===== src/rtl/exec_pkg.sv =====
// Shared encodings for the MIPS execute unit.
// ALU_NOR is decoded only when EXEC_ALU_NOR_EN is defined.
package exec_pkg;

  localparam logic [2:0] ALU_AND = 3'b000;
  localparam logic [2:0] ALU_OR  = 3'b001;
  localparam logic [2:0] ALU_ADD = 3'b010;
  localparam logic [2:0] ALU_NOR = 3'b100;
  localparam logic [2:0] ALU_SUB = 3'b110;
  localparam logic [2:0] ALU_SLT = 3'b111;

  localparam logic [5:0] F_ADD = 6'b100000;
  localparam logic [5:0] F_SUB = 6'b100010;
  localparam logic [5:0] F_AND = 6'b100100;
  localparam logic [5:0] F_OR  = 6'b100101;
  localparam logic [5:0] F_SLT = 6'b101010;
  localparam logic [5:0] F_NOR = 6'b100111;

  localparam logic [1:0] OP_MEM  = 2'b00;
  localparam logic [1:0] OP_BEQ  = 2'b01;
  localparam logic [1:0] OP_RTYP = 2'b10;
  localparam logic [1:0] OP_IMM  = 2'b11;

endpackage


===== src/rtl/exec_alu_ctrl.sv =====
// aluop/funct to alu_ctl decoder.
// NOR decode depends on EXEC_ALU_NOR_EN.
module exec_alu_ctrl
  import exec_pkg::*;
(
  input  logic [1:0] aluop,
  input  logic [5:0] funct,
  output logic [2:0] alu_ctl
);

  logic [2:0] fn_ctl;

  always_comb begin
    fn_ctl = ALU_ADD;
    unique case (1'b1)
      (funct == F_ADD): fn_ctl = ALU_ADD;
      (funct == F_SUB): fn_ctl = ALU_SUB;
      (funct == F_AND): fn_ctl = ALU_AND;
      (funct == F_OR):  fn_ctl = ALU_OR;
      (funct == F_SLT): fn_ctl = ALU_SLT;
`ifdef EXEC_ALU_NOR_EN
      (funct == F_NOR): fn_ctl = ALU_NOR;
`endif
      default:          fn_ctl = ALU_ADD;
    endcase
  end

  always_comb begin
    alu_ctl = ALU_ADD;
    unique case (aluop)
      OP_MEM:  alu_ctl = ALU_ADD;
      OP_BEQ:  alu_ctl = ALU_SUB;
      OP_RTYP: alu_ctl = fn_ctl;
      OP_IMM:  alu_ctl = ALU_ADD;
      default: alu_ctl = ALU_ADD;
    endcase
  end

endmodule


===== src/rtl/mips_exec_unit.sv =====
// Execute stage: ALU control, ALU, PC adders, N/Z/V flags.
// Optional NOR op enabled by EXEC_ALU_NOR_EN.
module mips_exec_unit
  import exec_pkg::*;
(
  input  logic        clk,
  input  logic        rst_n,
  input  logic [1:0]  aluop,
  input  logic [5:0]  funct,
  input  logic [31:0] a,
  input  logic [31:0] b,
  input  logic [31:0] pc,
  input  logic [31:0] imm_sext,
  input  logic        flag_we,
  output logic [2:0]  alu_ctl,
  output logic [31:0] result,
  output logic        zero,
  output logic [31:0] pc_plus4,
  output logic [31:0] branch_target,
  output logic        flag_n,
  output logic        flag_z,
  output logic        flag_v
);

  logic [31:0] sum;
  logic [31:0] diff;
  logic        slt;
  logic        v;

  exec_alu_ctrl u_ctrl (
    .aluop   (aluop),
    .funct   (funct),
    .alu_ctl (alu_ctl)
  );

  assign sum  = a + b;
  assign diff = a - b;
  assign slt  = $signed(a) < $signed(b);

  always_comb begin
    result = '0;
    v      = 1'b0;
    unique case (alu_ctl)
      ALU_AND: result = a & b;
      ALU_OR:  result = a | b;
      ALU_ADD: begin
        result = sum;
        v = (a[31] == b[31]) && (sum[31] != a[31]);
      end
      ALU_SUB: begin
        result = diff;
        v = (a[31] != b[31]) && (diff[31] != a[31]);
      end
      ALU_SLT: result = {31'b0, slt};
`ifdef EXEC_ALU_NOR_EN
      ALU_NOR: result = ~(a | b);
`endif
      default: result = '0;
    endcase
  end

  assign zero = (result == '0);

  assign pc_plus4      = pc + 32'd4;
  assign branch_target = pc_plus4 + (imm_sext << 2);

  always_ff @(posedge clk or negedge rst_n) begin
    if (!rst_n) begin
      flag_n <= 1'b0;
      flag_z <= 1'b0;
      flag_v <= 1'b0;
    end else if (flag_we) begin
      flag_n <= result[31];
      flag_z <= zero;
      flag_v <= v;
    end
  end

endmodule


===== config.mk =====
export PLATFORM = sky130hd
export DESIGN_NAME = mips_exec_unit
export DESIGN_NICKNAME = d
export VERILOG_FILES = /design/src/rtl/exec_pkg.sv /design/src/rtl/exec_alu_ctrl.sv /design/src/rtl/mips_exec_unit.sv
export SDC_FILE = /design/constraint.sdc
export NUM_CORES = 1
export LEC_CHECK = 0
export CAP_MARGIN = 0
export CORE_MARGIN = 1.5
export CORE_UTILIZATION = 50
export CTS_CLUSTER_SIZE = 40
export DETAILED_ROUTE_END_ITERATION = 8
export PLACE_DENSITY_LB_ADDON = 0.05
export SYNTH_ARGS = -nofsm -noshare
export SYNTH_HDL_FRONTEND = slang
export SYNTH_SLANG_ARGS = --single-unit

===== constraint.sdc =====
create_clock -name clk -period 10.5 [get_ports clk]
set_input_delay 2.1 -clock clk [delete_from_list [all_inputs] [get_ports clk]]
set_output_delay 2.1 -clock clk [all_outputs]
set_load 0.03 [all_outputs]

# Word-level counts from Yosys, hierarchy flattened
# Index checks and enable logic that the tools add are counted.
# word_totals
in_bits	139
regBits	3
rom_bits	0
memories	0
latch_bits	0
ramBits	0
# classes
bitwise	2
magnitude_cmp	1
shift	0
n_mul	0
reduce_logical	6
add_sub_neg	4
eq_ne	15
div_mod_pow	0
muxes	4
# op_table
op	n
one-hot mux 32 bit (5 select lines)	1
adder 32 bit	2
adder 32 x 3 -> 32 bit (second input constant)	1
AND 32 bit	1
logical NOT 32 bit	1
< comparator 32 bit	1
bitwise OR 32 bit	1
subtractor 32 bit	1
== test 6 bit (second input constant)	4
one-hot mux 3 bit (4 select lines)	1
one-hot mux 3 bit (3 select lines)	1
== test 3 bit (second input constant)	2
== test 2 bit (second input constant)	2
== test 3 x 1 -> 1 bit (second input constant)	1
== test 3 x 2 -> 1 bit (second input constant)	1
logical NOT 3 bit	1
inequality test 1 bit	3
== test 2 x 1 -> 1 bit (second input constant)	1
logical AND 1 bit	2
logical NOT 2 bit	1
one-hot mux 1 bit (2 select lines)	1
OR reduction 2 bit	1
== test 1 bit	1

# Logic depth before layout (Yosys ltp)
# Gate-level depths: netlist of run 1.
# logic_depth
ltp_word	6
ltp_mapped	18
ltp_nobuf	18

# By module
# From an unflattened synthesis of run 1, not the netlist that was laid out.
# hier_totals
cells_unflattened	1106
area_unflattened_um2	7534.7
# by_module_without_submodules
module	area_each_um2	instances	cells_per_inst
mips_exec_unit	7415.9	1	1092
exec_alu_ctrl	118.9	1	14

# Least setup slack after synthesis of run 1
# No wires, ideal clock.
# synth_path
kind	input-to-output
from	input a[0]
to	output zero
path_buffers	0
path_stages	14
slack_ps	2410
t_required_ps	8400
t_arrival_ps	5990
cell_sequence	inv_1 -> ha_1 -> fa_1 -> nor3_2 -> o311ai_2 -> a311oi_2 -> a31oi_1 -> a221oi_1 -> a2bb2oi_1 -> nor3_1 -> nand3_1 -> or4_1 -> or4_4 -> nor3_1
# synth_between
elab_chain_len	3
word_cells_on_any_way	7
classes_between	add/sub (2); order compare (1); mux (1); bitwise (2); reduce/logical (1)
# synth_lines
element	line_no	text
start: declaration	mips_exec_unit.sv:10	input logic [31:0] a,
subtractor 32 bit or adder 32 bit (tied branches)	mips_exec_unit.sv:37, mips_exec_unit.sv:36	
one-hot mux 32 bit (5 select lines) (*)	mips_exec_unit.sv:43	unique case (alu_ctl)
net result[14]	mips_exec_unit.sv:16	output logic [31:0] result,
logical NOT 32 bit (*)	mips_exec_unit.sv:62	assign zero = (result == '0);
end: declaration	mips_exec_unit.sv:17	output logic zero,
# Mark *: on every way through the listed nets, which the timed path passes. The rest lies on a longest branch.

# Worst setup path in the final report of run 1
# layout_path
from	input a[0]
to	output zero
# layout_between
elab_chain_len	3
word_cells_on_any_way	7
classes_between	add/sub (2); order compare (1); mux (1); bitwise (2); reduce/logical (1)
# layout_lines
element	line_no	text
subtractor 32 bit, or another cell as far along	mips_exec_unit.sv:37	assign diff = a - b;
one-hot mux 32 bit (5 select lines) (*)	mips_exec_unit.sv:43	
logical NOT 32 bit (*)	mips_exec_unit.sv:62	
# Every way passes the cells marked *; elsewhere a longest branch is shown, timed or not.

==> out/qor.txt, run 1 <==
Buf/Inv on CP: 3
Clk_lat worst skew: 0.22 ns
Core area: 15,300 sq um
Leakage: 4.54 nW
Row count: 45
CTS Buffer Depth: 2
Share of post-route cells with drive strength above 1: 4.48%
Max-cap violations: 0
Synthesized netlist cell count: 1,147
CTS sink count: 3
Pwr Density: 80.6 nW/um^2
Final ANT Viol Nets: 0
Setup CP Type: input port to primary output
Yosys top cell area share: 21.8%
WL/cell: 17.9 um
Count of cell types in the netlist: 99
Worst hold slack: 0.514 ns
Setup_tns: 0 ns
Die Y: 128 um
Synth area leaders: ha_1, a21oi_1, xnor2_1, inv_1, o21ai_0
Slew HR: 30.0%
First-pass GRT wire length: 43,100 um
Most frequent cells in the layout: clkdlybuf4s50_1, ha_1, inv_1, a21oi_1, nor2_1
Non-Filler Instances: 1,551
NumNets Final: 1,619
Worst min path class: flop to flop
Most common cell after layout, fill and taps aside: clkdlybuf4s50_1
CTS Buf Count: 3
Sw Ratio: 54.6%
Post-place instance area: 10,200 sq um
Post-CTS setup buffers: 0
Hpwl dp: 22,300 um
CTS H-tree lvls: 1
Port Buffers: 233
Internal power: 377 uW
CTS tree: done
Fin worst setup slack: 1.08 ns
Routed WL: 27,700 um
DR iter-0 viols: 876
Final Cell Area: 10,300 sq um
Worst path required time: 8.40 ns
WP data arrival: 7.32 ns
Post-CTS sizing: 0
First drt pass iteration count: 8
Yosys warnings: 0
Initial Util: 51.2%
Ys flop type: dfrtp_1
Logic pwr share: 91.0%
Final Hold Vio Count: 0
CP cell instances: clkdlybuf4s50_1, inv_1, ha_1, fa_1, nor3_2, o311ai_2, a311oi_2, a31oi_1, a221oi_1, a2bb2oi_1, nor3_1, nand3_1, or4_1, or4_4, nor3_1, clkdlybuf4s50_1
DR vias/cell: 6.14
Peak Freq: 106 MHz
Highest-delay cell along the critical path: clkdlybuf4s50_1
Crit start category: input port
RSZ-0062 raised after global routing: no
I/O pin total: 242
Placement Setup Slack: 1.23 ns
FF+latch count, synth: 3
Die area: 16,400 sq um
Diode count: 0
Clk pin slew, worst setup/hold paths: 0.03 ns
Global route overflow: 0
Sequential share of the synthesized area: 0.961%
Placer Congestion: 1.02
Worst-path fanout max: 4
Final setup viols: 0
Final Max Tran Viols: 0
Final min period: 9.42 ns
Crit-path max cell delay: 0.71 ns
Critical path capture point type: primary output
Flop pwr share: 1.6%
Avg Inst Size Synth: 6.81 sq um
DP Cell Count: 1,547
Syn Nets: 1,425
Vias in the first global route: 8,572
Syn-to-layout area delta: 31.6%
Initial antenna violation count: 0
Peak VDD IR: 110 uV
Number of flops mapped to enable cells by yosys: 0
Vias: 9,516
Post-synth top area cell: ha_1
R2R setup slack: 9.82 ns
Mapped Area: 7810 sq um
Global Route Usage Sum: 32.2%
Largest net degree at the start of global routing: 25
Final worst path period share: 89.7%
Sw power: 453 uW
CTS Root Cell: clkbuf_16
Delay-heaviest family, CP: simple AND/OR/NAND/NOR gates
Final setup skew: 0 ns
Die X-Extent: 128 um
Async SR Flop Fraction: 100%
Clock Power Share: 7.4%
Status: completed
Hold-fix buffers, CTS: 0
Worst-Margin Slew: 1.05 ns
DRC viols: 0
==> tightest hold or removal path, delay by kind of cell (launching register included) <==
family             cells  cell delay [ns]
and+or+nand+nor        1             0.08
DFF                    1             0.34
AOI/OAI and AO/OA      1             0.06
==> layer usage <==
metal	routed length, um	vias to the layer above	global-route usage, %
li1	-	4560	-
met5	0	-	0
met3	2640	64	4.01
met2	12500	552	54.6
met1	11800	4340	42.2
met4	849	0	10.9
==> metrics by stage <==
stage | power, mW | util, %
floorplan | 0.491 | -
global placement | 0.749 | 66.9
detailed placement | 0.754 | 66.9
CTS | 0.820 | 67.4
global route | 0.884 | 67.4
finish | 0.829 | 67.4
==> power groups by stage <==
stage,clock network [mW],registers [mW],logic [mW]
after floorplan,0,0.0161,0.475
after CTS,0.0617,0.0136,0.745
final,0.0611,0.0137,0.755
after detailed placement,0,0.0137,0.740
after global placement,0,0.0137,0.736
after global routing,0.0645,0.0138,0.806
==> logic make-up (layout without fill, tap and decap cells) <==
family | after synthesis | count (layout) | synth area share, %
simple gates | 351 | 351 | 22.7
fa+ha+maj | 139 | 139 | 22.5
mux | 4 | 4 | 0.528
buf+inv | 174 | 367 | 9.17
compound gates | 405 | 405 | 36.1
xor+xnor | 71 | 71 | 7.96
flops | 3 | 3 | 0.961
==> cells in the mapped netlist (all sizes together), types with 14 or more instances <==
library cell  instances
nor2                 96
nor3                 24
a31oi                14
nand4                14
o211ai               18
o21ai                88
inv                 123
clkbuf               16
and3                 14
o21a                 17
xnor2                53
a21oi               102
ha                  136
nor2b                18
nand2                89
nand3                29
a21o                 27
buf                  34
xor2                 18
==> sequential cells by signal, indices dropped and copies added, names as in the netlist <==
name and count:
flag_z 1, flag_v 1, flag_n 1
==> final timing paths <==
path                            startpoint  endpoint  depth (start not counted)
max in group asynchronous            rst_n    flag_v                          1
worst min-delay path                flag_z    flag_z                          2
worst max register to register      flag_n    flag_n                          2
min in group asynchronous            rst_n    flag_z                          1
worst min register to register      flag_z    flag_z                          2
worst max-delay path                  a[0]      zero                         16
==> area by class of cell <==
cell class | instances | area [sq um]
flip-flops and latches | 3 | 75.1
multi-input cells | 970 | 7030
well taps | 211 | 264
fillers | 1421 | 4970
inverters | 124 | 465
clock buffers | 4 | 78.8
repair buffers | 239 | 2380
No activity file was read; power rests on OpenSTA's default activity.
==> run 2, diff against run 1 <==
GPL_TIMING_DRIVEN = 0   (was unset)
==> run 2 against run 1 <==
Net effect:
- maximum frequency is 0.95% higher
- combinational power is 2% higher
- design area is 2.3% higher
- non-clock buffer count is 47 higher
- clock skew stayed put
==> out/qor.txt, run 2 (synthesized netlist as in run 1, its figures left out) <==
Peak VDD IR: 94.7 uV
Final worst path period share: 88.9%
CTS Buf Count: 3
Area of the multi-input gates: 7020 sq um
Most frequent cells in the layout: clkdlybuf4s50_1, ha_1, inv_1, a21oi_1, nor2_1
DRC viols: 0
CTS H-tree lvls: 1
Share of post-route cells with drive strength above 1: 6.06%
RSZ-0062 raised after global routing: no
Syn-to-layout area delta: 34.6%
Core area: 15,300 sq um
Peak Freq: 107 MHz
Crit-path max cell delay: 0.70 ns
Initial antenna violation count: 0
Leakage: 4.67 nW
Setup_tns: 0 ns
Pwr Density: 80.6 nW/um^2
Final setup skew: 0 ns
Final Max Tran Viols: 0
Die area: 16,400 sq um
Hold-fix buffers, CTS: 0
Worst-path fanout max: 4
Status: completed
Critical path capture point type: primary output
Placer Congestion: 1.02
I/O pin total: 242
Reg area: 75.1 sq um
Worst-Margin Slew: 1.13 ns
DR vias/cell: 6.09
Die X-Extent: 128 um
WL/cell: 18.4 um
Worst path required time: 8.40 ns
NumNets Final: 1,666
Clk_lat worst skew: 0.23 ns
Routed WL: 29,400 um
Port Buffers: 236
Worst min path class: flop to flop
Number of fillers in the final layout: 1,401
First drt pass iteration count: 5
Row count: 45
Final ANT Viol Nets: 0
Highest-delay cell along the critical path: clkdlybuf4s50_1
Max-cap violations: 0
Sw Ratio: 54.9%
Final min period: 9.33 ns
Final setup viols: 0
Flop pwr share: 1.6%
Slew HR: 24.9%
CTS tree: done
Internal power: 382 uW
First-pass GRT wire length: 46,100 um
WP data arrival: 7.23 ns
Setup CP Type: input port to primary output
Vias in the first global route: 9,141
Hpwl dp: 24,000 um
Diode count: 0
CTS Root Cell: clkbuf_16
DR iter-0 viols: 634
Global route overflow: 0
CP cell instances: clkdlybuf4s50_1, inv_1, ha_1, fa_1, nor3_2, o311ai_2, a311oi_2, a31oi_1, a221oi_1, a2bb2oi_1, nor3_1, nand3_1, or4_1, or4_4, nor3_1, clkdlybuf4s50_1
Sw power: 466 uW
Largest regs: flag_n: 1 flops, flag_v: 1 flops, flag_z: 1 flops
Overall power: 847 uW
Crit start category: input port
Vias: 9,734
Global Route Usage Sum: 34.5%
CTS sink count: 3
Logic pwr share: 90.9%
Most common cell after layout, fill and taps aside: clkdlybuf4s50_1
Initial Util: 51.2%
Largest net degree at the start of global routing: 11
Final Hold Vio Count: 0
Post-CTS setup buffers: 0
Clk pin slew, worst setup/hold paths: 0.03 ns
CTS Buffer Depth: 2
Post-CTS sizing: 0
Die Y: 128 um
Clock Power Share: 7.5%
## run 2: cell count changes in the layout (fill, tap and decap cells not counted)
cell             before  now
clkdlybuf4s50_1     233  236
o21ai_1              13   14
buf_4                 6    5
buf_6                 0    2
clkbuf_1              1   17
buf_2                 0   24
o21ai_2               1    0
buf_1                 0    3
## run 2: area by class of cell
| type | instances | area share [%] |
|---|---|---|
| multi-input cells | 970 | 66.8 |
| flip-flops and latches | 3 | 0.714 |
| plain buffers | 50 | 2.39 |
| inverters | 124 | 4.42 |
| well taps | 211 | 2.51 |
| repair buffers | 236 | 22.5 |
| clock buffers | 4 | 0.749 |
## run 2: power by group through the flow
| stage | Combinational [mW] | Clock (mW) | Sequential, mW |
|---|---|---|---|
| 6_report | 0.771 | 0.0632 | 0.0136 |
| 5_1_grt | 0.821 | 0.0646 | 0.0138 |
| 4_1_cts | 0.760 | 0.0635 | 0.0136 |
| 3_5_place_dp | 0.756 | 0 | 0.0137 |
| 3_3_place_gp | 0.750 | 0 | 0.0136 |
| 2_1_floorplan | 0.475 | 0 | 0.0161 |
## run 2: worst paths after layout
| kind | endpoint | slack (ns) | from | cells past startpoint |
|---|---|---|---|---|
| hold / removal | flag_z | 0.49 | flag_z | 2 |
| setup / recovery | zero | 1.17 | a[0] | 16 |
| min in group asynchronous | flag_z | 2.06 | rst_n | 1 |
| max in group asynchronous | flag_v | 8.29 | rst_n | 1 |
| setup reg to reg | flag_n | 9.81 | flag_n | 2 |
| hold reg to reg | flag_z | 0.49 | flag_z | 2 |
## run 2: critical path: cells and delay by family
family | cells | cell delay [ns]
simple gates | 6 | 1.84
compound gates | 5 | 1.31
buf+inv | 3 | 1.28
fa+ha+maj | 2 | 0.70
## run 2: metrics by stage
step	hold WS (ns)	area, sq um	utilization (%)	setup slack, ns	instances
3_5_place_dp	0.472	10400	68.4	1.24	1594
6_report	0.487	10500	68.9	1.17	1598
3_3_place_gp	0.476	10400	68.4	1.28	1594
4_1_cts	0.491	10500	68.9	1.22	1598
2_1_floorplan	0.667	7820	-	2.41	1147
5_1_grt	0.514	10500	68.9	0.933	1598
## run 2: layer usage
metal | GRT usage (%) | wire length [um]
met1 | 44.0 | 12200
met2 | 58.8 | 13200
met3 | 5.01 | 2830
met4 | 12.8 | 1140
met5 | 0 | 0
